$ cat config.mk
export PLATFORM = sky130hd
export DESIGN_NAME = id_gen
export DESIGN_NICKNAME = d
export VERILOG_FILES = /design/src/rtl/id_gen.sv
export SDC_FILE = /design/constraint.sdc
export NUM_CORES = 1
export LEC_CHECK = 0
export ABC_AREA = 1
export CAP_MARGIN = 30
export CORE_AREA = 2 2 77 79
export CTS_CLUSTER_DIAMETER = 50
export DETAILED_ROUTE_END_ITERATION = 6
export DIE_AREA = 0 0 79 81
export SLEW_MARGIN = 20
export SYNTH_ARGS = -nofsm -noshare
export SYNTH_HDL_FRONTEND = slang
export SYNTH_SLANG_ARGS = --single-unit
$ cat constraint.sdc
create_clock -name clk -period 2.25 [get_ports clk]
set_input_delay 0.225 -clock clk [delete_from_list [all_inputs] [get_ports clk]]
set_output_delay 0.225 -clock clk [all_outputs]
set_load 0.03 [all_outputs]
$ cat src/rtl/id_gen.sv
// rtl/id_gen.sv - identifier generator: letters, then digits, then optional terminator
// Optional terminator state enabled by defining ID_GEN_SEP_EN.
module id_gen #(
    parameter logic [7:0] SEP_CHAR = 8'd32
) (
    input  logic       clk,
    input  logic       reset,
    input  logic       start,
    input  logic [3:0] let_len,
    input  logic [3:0] dig_len,
    input  logic [4:0] let_base,
    input  logic [3:0] dig_base,
    input  logic       ready,
    output logic [7:0] char,
    output logic       valid,
    output logic       busy,
    output logic       done
);

    typedef enum logic [1:0] {
        S_IDLE = 2'd0,
        S_LET  = 2'd1,
        S_DIG  = 2'd2
`ifdef ID_GEN_SEP_EN
        ,
        S_SEP  = 2'd3
`endif
    } state_t;

`ifdef ID_GEN_SEP_EN
    localparam state_t TERM_STATE = S_SEP;
`else
    localparam state_t TERM_STATE = S_IDLE;
`endif

    state_t     state, state_nxt;
    logic [3:0] let_rem, let_rem_nxt;
    logic [3:0] dig_rem, dig_rem_nxt;
    logic [4:0] let_idx, let_idx_nxt;
    logic [3:0] dig_idx, dig_idx_nxt;
    logic [7:0] char_nxt;
    logic       valid_nxt;
    logic       busy_nxt;
    logic       done_nxt;
    logic       xfer;

    assign xfer = valid & ready;

    function automatic logic [4:0] clamp_let(input logic [4:0] b);
        return (b > 5'd25) ? 5'd25 : b;
    endfunction

    function automatic logic [3:0] clamp_dig(input logic [3:0] b);
        return (b > 4'd9) ? 4'd0 : b;
    endfunction

    // State, counters and all outputs are registered here.
    always_ff @(posedge clk) begin
        if (reset) begin
            state   <= S_IDLE;
            let_rem <= 4'd0;
            dig_rem <= 4'd0;
            let_idx <= 5'd0;
            dig_idx <= 4'd0;
            char    <= 8'd0;
            valid   <= 1'b0;
            busy    <= 1'b0;
            done    <= 1'b0;
        end else begin
            state   <= state_nxt;
            let_rem <= let_rem_nxt;
            dig_rem <= dig_rem_nxt;
            let_idx <= let_idx_nxt;
            dig_idx <= dig_idx_nxt;
            char    <= char_nxt;
            valid   <= valid_nxt;
            busy    <= busy_nxt;
            done    <= done_nxt;
        end
    end

    always_comb begin
        state_nxt = state;
        case (state)
            S_IDLE: if (start) state_nxt = S_LET;
            S_LET: begin
                if (xfer && let_rem == 4'd1)
                    state_nxt = (dig_rem != 4'd0) ? S_DIG : TERM_STATE;
            end
            S_DIG: if (xfer && dig_rem == 4'd1) state_nxt = TERM_STATE;
`ifdef ID_GEN_SEP_EN
            S_SEP: if (xfer) state_nxt = S_IDLE;
`endif
            default: state_nxt = S_IDLE;
        endcase
    end

    // Counter updates: remaining counts step down and indices wrap on each transfer.
    always_comb begin
        let_rem_nxt = let_rem;
        dig_rem_nxt = dig_rem;
        let_idx_nxt = let_idx;
        dig_idx_nxt = dig_idx;
        case (state)
            S_IDLE: begin
                if (start) begin
                    let_rem_nxt = (let_len == 4'd0) ? 4'd1 : let_len;
                    dig_rem_nxt = dig_len;
                    let_idx_nxt = clamp_let(let_base);
                    dig_idx_nxt = clamp_dig(dig_base);
                end
            end
            S_LET: begin
                if (xfer) begin
                    let_rem_nxt = let_rem - 4'd1;
                    let_idx_nxt = (let_idx == 5'd25) ? 5'd0 : let_idx + 5'd1;
                end
            end
            S_DIG: begin
                if (xfer) begin
                    dig_rem_nxt = dig_rem - 4'd1;
                    dig_idx_nxt = (dig_idx == 4'd9) ? 4'd0 : dig_idx + 4'd1;
                end
            end
            default: ;
        endcase
    end

    // Next registered outputs follow the state being entered.
    always_comb begin
        char_nxt = 8'd0;
        case (state_nxt)
            S_LET:   char_nxt = 8'd97 + {3'b000, let_idx_nxt};
            S_DIG:   char_nxt = 8'd48 + {4'b0000, dig_idx_nxt};
`ifdef ID_GEN_SEP_EN
            S_SEP:   char_nxt = SEP_CHAR;
`endif
            default: char_nxt = 8'd0;
        endcase
        valid_nxt = (state_nxt != S_IDLE);
        busy_nxt  = (state_nxt != S_IDLE);
        done_nxt  = (state != S_IDLE) && (state_nxt == S_IDLE);
    end

endmodule

==> results of run 1 <==
## power by group through the flow
stage,sequential [W],combinational (W),clock (W)
final,0.000578,0.000335,0.000568
after global routing,0.000583,0.000377,0.000599
after CTS,0.000578,0.000336,0.000578
after detailed placement,0.000589,0.000335,0
after global placement,0.000588,0.000335,0
after floorplan,0.000602,0.000200,0
## worst paths after layout
path,depth (start not counted),start,endpoint
max,12,state[1],char[1]
min,2,dig_rem[2],dig_rem[2]
max reg2reg,12,state[1],char[1]
min reg2reg,2,dig_rem[2],dig_rem[2]
## routing by layer
metal / track usage, % / routed length [um] / vias to the layer above
met5: 0 / 0 / -
met4: 5.00 / 74 / 0
met3: 3.78 / 247 / 9
met2: 26.4 / 2090 / 47
met1: 18.4 / 2060 / 788
li1: - / - / 953
## state kept, by name, summed over array words and instances (netlist names)
register  cells
busy          1
char          8
dig_idx       4
dig_rem       4
done          1
let_idx       5
let_rem       4
state         2
## logic make-up (layout without fill, tap and decap cells)
group | after synthesis | after routing | synth area share [%]
AOI/OAI and AO/OA | 43 | 43 | 14.0
xor gates and xnor gates | 3 | 3 | 1.40
and+or+nand+nor | 136 | 136 | 36.0
adders and majority gates | 12 | 12 | 8.00
DFF | 29 | 29 | 30.9
buffers and inverters | 45 | 86 | 9.67
## timing repair
item,CTS,global route
setup endpoints to repair,0,1
gates resized for setup,0,1
hold endpoints to repair,0,0
## cells in the mapped netlist (all sizes together)
| master | instances | share of area, % |
|---|---|---|
| a21oi | 9 | 2.6 |
| ha | 12 | 8.0 |
| nand4 | 5 | 2.5 |
| o21ai | 18 | 5.0 |
| a211oi | 4 | 1.6 |
| dfxtp | 29 | 31 |
| nand2 | 67 | 15 |
| clkbuf | 1 | 0.20 |
| nand3 | 24 | 7.9 |
| nor3 | 2 | 0.53 |
| clkinv | 1 | 0.20 |
| nand3b | 2 | 0.80 |
| inv | 41 | 8.6 |
| o211ai | 5 | 2.0 |
| xor2 | 3 | 1.4 |
| a31oi | 2 | 0.67 |
| buf | 2 | 0.67 |
| o21bai | 2 | 0.80 |
| a22o | 1 | 0.47 |
| nor2 | 36 | 9.5 |
| o221ai | 1 | 0.47 |
| o31ai | 1 | 0.40 |
## metrics by stage
| step | power (W) | util [%] | std cells |
|---|---|---|---|
| finish | 0.00148 | 42.7 | 384 |
| global route | 0.00156 | 42.7 | 384 |
| CTS | 0.00149 | 42.6 | 384 |
| detailed placement | 0.000923 | 40.6 | 376 |
| global placement | 0.000923 | 40.6 | 376 |
| floorplan | 0.000802 | - | 268 |
## final cells by class
class	count	share of cell area (%)
clock buffer	7	3.57
sequential	29	24.0
tap	75	3.88
multi-input combinational	194	46.0
clock inverter	1	1.24
inverter	42	6.93
timing repair buffer	36	14.4
## worst reg2reg max path, stage by stage (launching register included)
cell and delay (ns):
dfxtp_1 0.35, inv_2 0.17, nand2_4 0.14, inv_4 0.13, o211ai_1 0.10, nand2_1 0.10
inv_1 0.08, ha_1 0.27, nand2_1 0.06, inv_1 0.05, nand2_1 0.12, inv_1 0.10
a22o_1 0.23
==> results_dict.tcl, run 1 <==
set metrics [dict create \
    status "finished clean" \
    cts.root.buffer_cell "clkbuf_8" \
    via_count 1797 \
    clk_pin_slew_worst_paths_ns 0.07 \
    synth_cells 268 \
    post_cts_buffers 0 \
    area.growth.synth_to_final_pct 29.0 \
    ant_nets 0 \
    skew_ns 0.00718 \
    antenna_cells 0 \
    r2r_setup_slack_ns 0.26 \
    dpl-instance-area_um2 2300 \
    final_common_cell "nand2_1" \
    drtIter0Drc 122 \
    multiInputGateArea_um2 1110 \
    cts_max_level 2 \
    die_h_um 81 \
    seq_power_share_pct 39.0 \
    path_cells "inv_2 > nand2_4 > inv_4 > o211ai_1 > nand2_1 > inv_1 > ha_1 > nand2_1 > inv_1 > nand2_1 > inv_1 > a22o_1" \
    finalCritPeriodShare_pct 88.3 \
    synth_warnings 0 \
    cts_tree "done" \
    grt_usage_pct 15.2 \
    cts_buffer_depth 2 \
    synth_cell_type_count 35 \
    fmax_mhz 503 \
    nets 341 \
    ir_drop_uv 317 \
    fin_ws_ns 0.263 \
    min_path_type "flip-flop to flip-flop" \
    numCtsBuffers 5 \
    io_pins 32 \
    cp.arrival_ns 2.16 \
    gp_congestion 0.899 \
    design_area_um2 2420 \
    dieWidth_um 79 \
    drt-total-wl_um 4470 \
    critical-path-max-stage-delay_ns 0.35 \
    grt_pass1_wl_um 7540 \
    grt_max_degree 14 \
    worst_slew_pin_slew_ns 0.308 \
    drt-pass1-iter-count 4 \
    grt_overflow_total 0 \
    die-area_um2 6400 \
    synth_nets 301 \
    intPower_w 0.00105 \
    initial_core_util_pct 33.1 \
    max-cap-violations 0 \
    slew_viol_final 0 \
    drive_above_1_share_pct 12.3 \
    switching_power_w 0.000432 \
    portBuffers 31 \
    core_um2 5680 \
    clock-sinks 29 \
    setup_violations 0 \
    antenna_found_initial 0 \
    clkPwrFrac_pct 38.4 \
    min_period_ns 1.99 \
    cp_top_family "buffers and inverters" \
    ys_ff_latch 29 \
    worstSetupStartpointType "flip-flop" \
    cp_max_fo 8 \
    combPwrFrac_pct 22.6 \
    wire_per_inst_um 11.6 \
    grt_pass1_vias 1732 \
    fillers 599 \
    synth_area_um2 1880 \
    leakage_nw 1.12 \
    ff_latch_area_um2 581 \
    end_kind "flip-flop" \
    layout_common_cells "60 x nand2_1, 35 x inv_1, 31 x clkdlybuf4s50_1" \
    swShare_pct 29.2 \
    rsz0062_at_grt "no" \
    crit_type "flip-flop to flip-flop" \
    post-dp-hpwl_um 3540 \
    synth.avg_cell_area_um2 7.00 \
    vias_per_cell 4.68 \
    slew-limit-headroom_pct 79.4 \
    holdWs_ns 0.468 \
    required_ns 2.42 \
    hold_viol_final 0 \
    preCtsSetupSlack_ns 0.0787 \
    slowest_stage "dfxtp_1" \
    seq_area_frac_synth_pct 30.9 \
    drc_errors 0 \
    ctsHoldBuffers 0 \
    clkLatencyLatePin_ns 0.28 \
    critPathBufInv 5 \
    tns_ns 0 \
    power_per_cell_area_nw_per_um2 611 \
    placementRows 28 \
]
(Power assumes the default switching activity.)
==> inputs of run 2 (changes only) <==
--- a/config.mk
+++ b/config.mk
@@ -11,6 +11,8 @@
 export CTS_CLUSTER_DIAMETER = 50
 export DETAILED_ROUTE_END_ITERATION = 6
 export DIE_AREA = 0 0 79 81
+export GPL_TIMING_DRIVEN = 0
+export MAX_ROUTING_LAYER = met4
 export SLEW_MARGIN = 20
 export SYNTH_ARGS = -nofsm -noshare
 export SYNTH_HDL_FRONTEND = slang
==> results_dict.tcl, run 2 (synthesis gave the netlist of run 1 again) <==
set metrics [dict create \
    cts_buffer_depth 2 \
    drive_above_1_share_pct 12.4 \
    clk_pin_slew_worst_paths_ns 0.06 \
    io_pins 32 \
    post-dp-hpwl_um 3500 \
    cts_tree "done" \
    rsz0062_at_grt "no" \
    wire_per_inst_um 11.5 \
    switching_power_w 0.000421 \
    swShare_pct 30.5 \
    p_total_w 0.00138 \
    busiest_layer "met2" \
    drt-pass1-iter-count 4 \
    end_kind "flip-flop" \
    cp.arrival_ns 2.22 \
    finalNonFillerCells 382 \
    grt_pass1_vias 1601 \
    antenna_cells 0 \
    min_path_cells 2 \
    path_cells "clkdlybuf4s50_1 > nand2_4 > inv_4 > nand4_1 > nand3_1 > nand2_1 > inv_1 > ha_1 > nand2_1 > inv_1 > nand2_1 > inv_1 > a22o_1" \
    final_common_cell "nand2_1" \
    portBuffers 31 \
    min_delay_worst_endpoint "dig_rem[2]" \
    max-cap-violations 0 \
    worst_slew_pin_slew_ns 0.562 \
    vias_per_cell 4.62 \
    min_period_ns 2.05 \
    area.growth.synth_to_final_pct 27.6 \
    r2r_cells 12 \
    clkLatencyLatePin_ns 0.28 \
    die_h_um 81 \
    slew-limit-headroom_pct 62.5 \
    r2r_end "char[1]" \
    seq_power_share_pct 41.9 \
    grt_usage_pct 15.5 \
    largest-register "char" \
    required_ns 2.42 \
    leakage_nw 1.11 \
    critical-path-max-stage-delay_ns 0.52 \
    clock-sinks 29 \
    dieWidth_um 79 \
    placementRows 28 \
    nets 339 \
    grt_pass1_wl_um 7470 \
    power_per_cell_area_nw_per_um2 577 \
    skew_ns 0.00509 \
    initial_core_util_pct 33.1 \
    min-delay-start "dig_rem[2]" \
    dpl.cell_count 374 \
    r2r_start "state[1]" \
    worstSetupStartpointType "primary input" \
    use_met3_pct 3.89 \
    dpl-instance-area_um2 2280 \
    gp_congestion 0.827 \
    reg_top3 "char (8), let_idx (5)" \
    slew_viol_final 0 \
    fmax_mhz 487 \
    crit_type "primary input to flip-flop" \
    status "finished clean" \
    setup_violations 0 \
    cts.root.buffer_cell "clkbuf_8" \
    via_count 1766 \
    antenna_found_initial 0 \
    largest_register_ffs 8 \
    drtIter0Drc 91 \
    numCtsBuffers 5 \
    combPwrFrac_pct 23.8 \
    clkPwrFrac_pct 34.3 \
    grt_max_degree 11 \
    hold_viol_final 0 \
    grt_overflow_total 0 \
    ir_drop_uv 356 \
    ant_nets 0 \
    drt-total-wl_um 4370 \
    core_um2 5680 \
    met1_usage_pct 19.6 \
    cp_max_fo 10 \
    intPower_w 0.000960 \
    finalCritPeriodShare_pct 91.2 \
    drc_errors 0 \
    use_met2_pct 24.9 \
    design_area_um2 2390 \
    cts_max_level 2 \
    r2r_setup_slack_ns 0.22 \
    min_path_type "flip-flop to flip-flop" \
    layout_common_cells "60 x nand2_1, 35 x inv_1, 31 x clkdlybuf4s50_1" \
    preCtsSetupSlack_ns -0.205 \
    slowest_stage "clkdlybuf4s50_1" \
    die-area_um2 6400 \
    fin_ws_ns 0.197 \
]
## run 2: layout make-up
| class | count | area (um^2) |
|---|---|---|
| Timing Repair Buffer | 31 | 310 |
| Fill cell | 598 | 3280 |
| Tap cell | 75 | 93.8 |
| Clock buffer | 7 | 96.3 |
| Sequential cell | 29 | 583 |
| Buffer | 3 | 16.3 |
| Inverter | 42 | 170 |
| Clock inverter | 1 | 5.00 |
| Multi-Input combinational cell | 194 | 1120 |
## run 2: worst max path at each step
| stage | from | to | slack [ns] |
|---|---|---|---|
| 5_1_grt | state[1] | char[2] | 0.02 |
| 4_1_cts | ready | char[1] | 0.07 |
| 3_5_place_dp | ready | char[1] | -0.20 |
| 6_report | ready | char[1] | 0.20 |
| 2_1_floorplan | busy | char[1] | 0.22 |
| 3_3_place_gp | ready | char[1] | -0.19 |
## run 2: routing by layer
metal / part of all wire, % / vias up
met1: 48 / 783
met5: 0 / -
met3: 3.7 / 6
met2: 47 / 29
met4: 1.1 / 0
li1: - / 948
## run 2: worst max-delay path: cells and delay by family
kind	cells	cell delay, ns
buffers and inverters	5	0.94
adders and majority gates	1	0.24
AOI/OAI and AO/OA	1	0.24
and+or+nand+nor	6	0.56
## run 2: timing repair
| item | CTS | global route |
|---|---|---|
| buffers inserted | 0 | 0 |
| gates resized for setup | 0 | 5 |
| setup endpoints to repair | 0 | 6 |
| hold buffers | 0 | 0 |
## run 2: power groups by stage
stage | Clock, W | Combinational [W] | Sequential, W
4_1_cts | 0.000481 | 0.000331 | 0.000578
3_3_place_gp | 0 | 0.000325 | 0.000589
5_1_grt | 0.000514 | 0.000371 | 0.000584
3_5_place_dp | 0 | 0.000329 | 0.000589
6_report | 0.000473 | 0.000329 | 0.000579
2_1_floorplan | 0 | 0.000200 | 0.000602
## run 2: through the flow
| step | setup TNS (ns) | util [%] | hold WS, ns |
|---|---|---|---|
| 2_1_floorplan | 0 | - | 0.294 |
| 3_3_place_gp | -0.769 | 40.2 | 0.454 |
| 3_5_place_dp | -0.869 | 40.2 | 0.467 |
| 4_1_cts | 0 | 42.0 | 0.477 |
| 5_1_grt | 0 | 42.2 | 0.494 |
| 6_report | 0 | 42.2 | 0.473 |
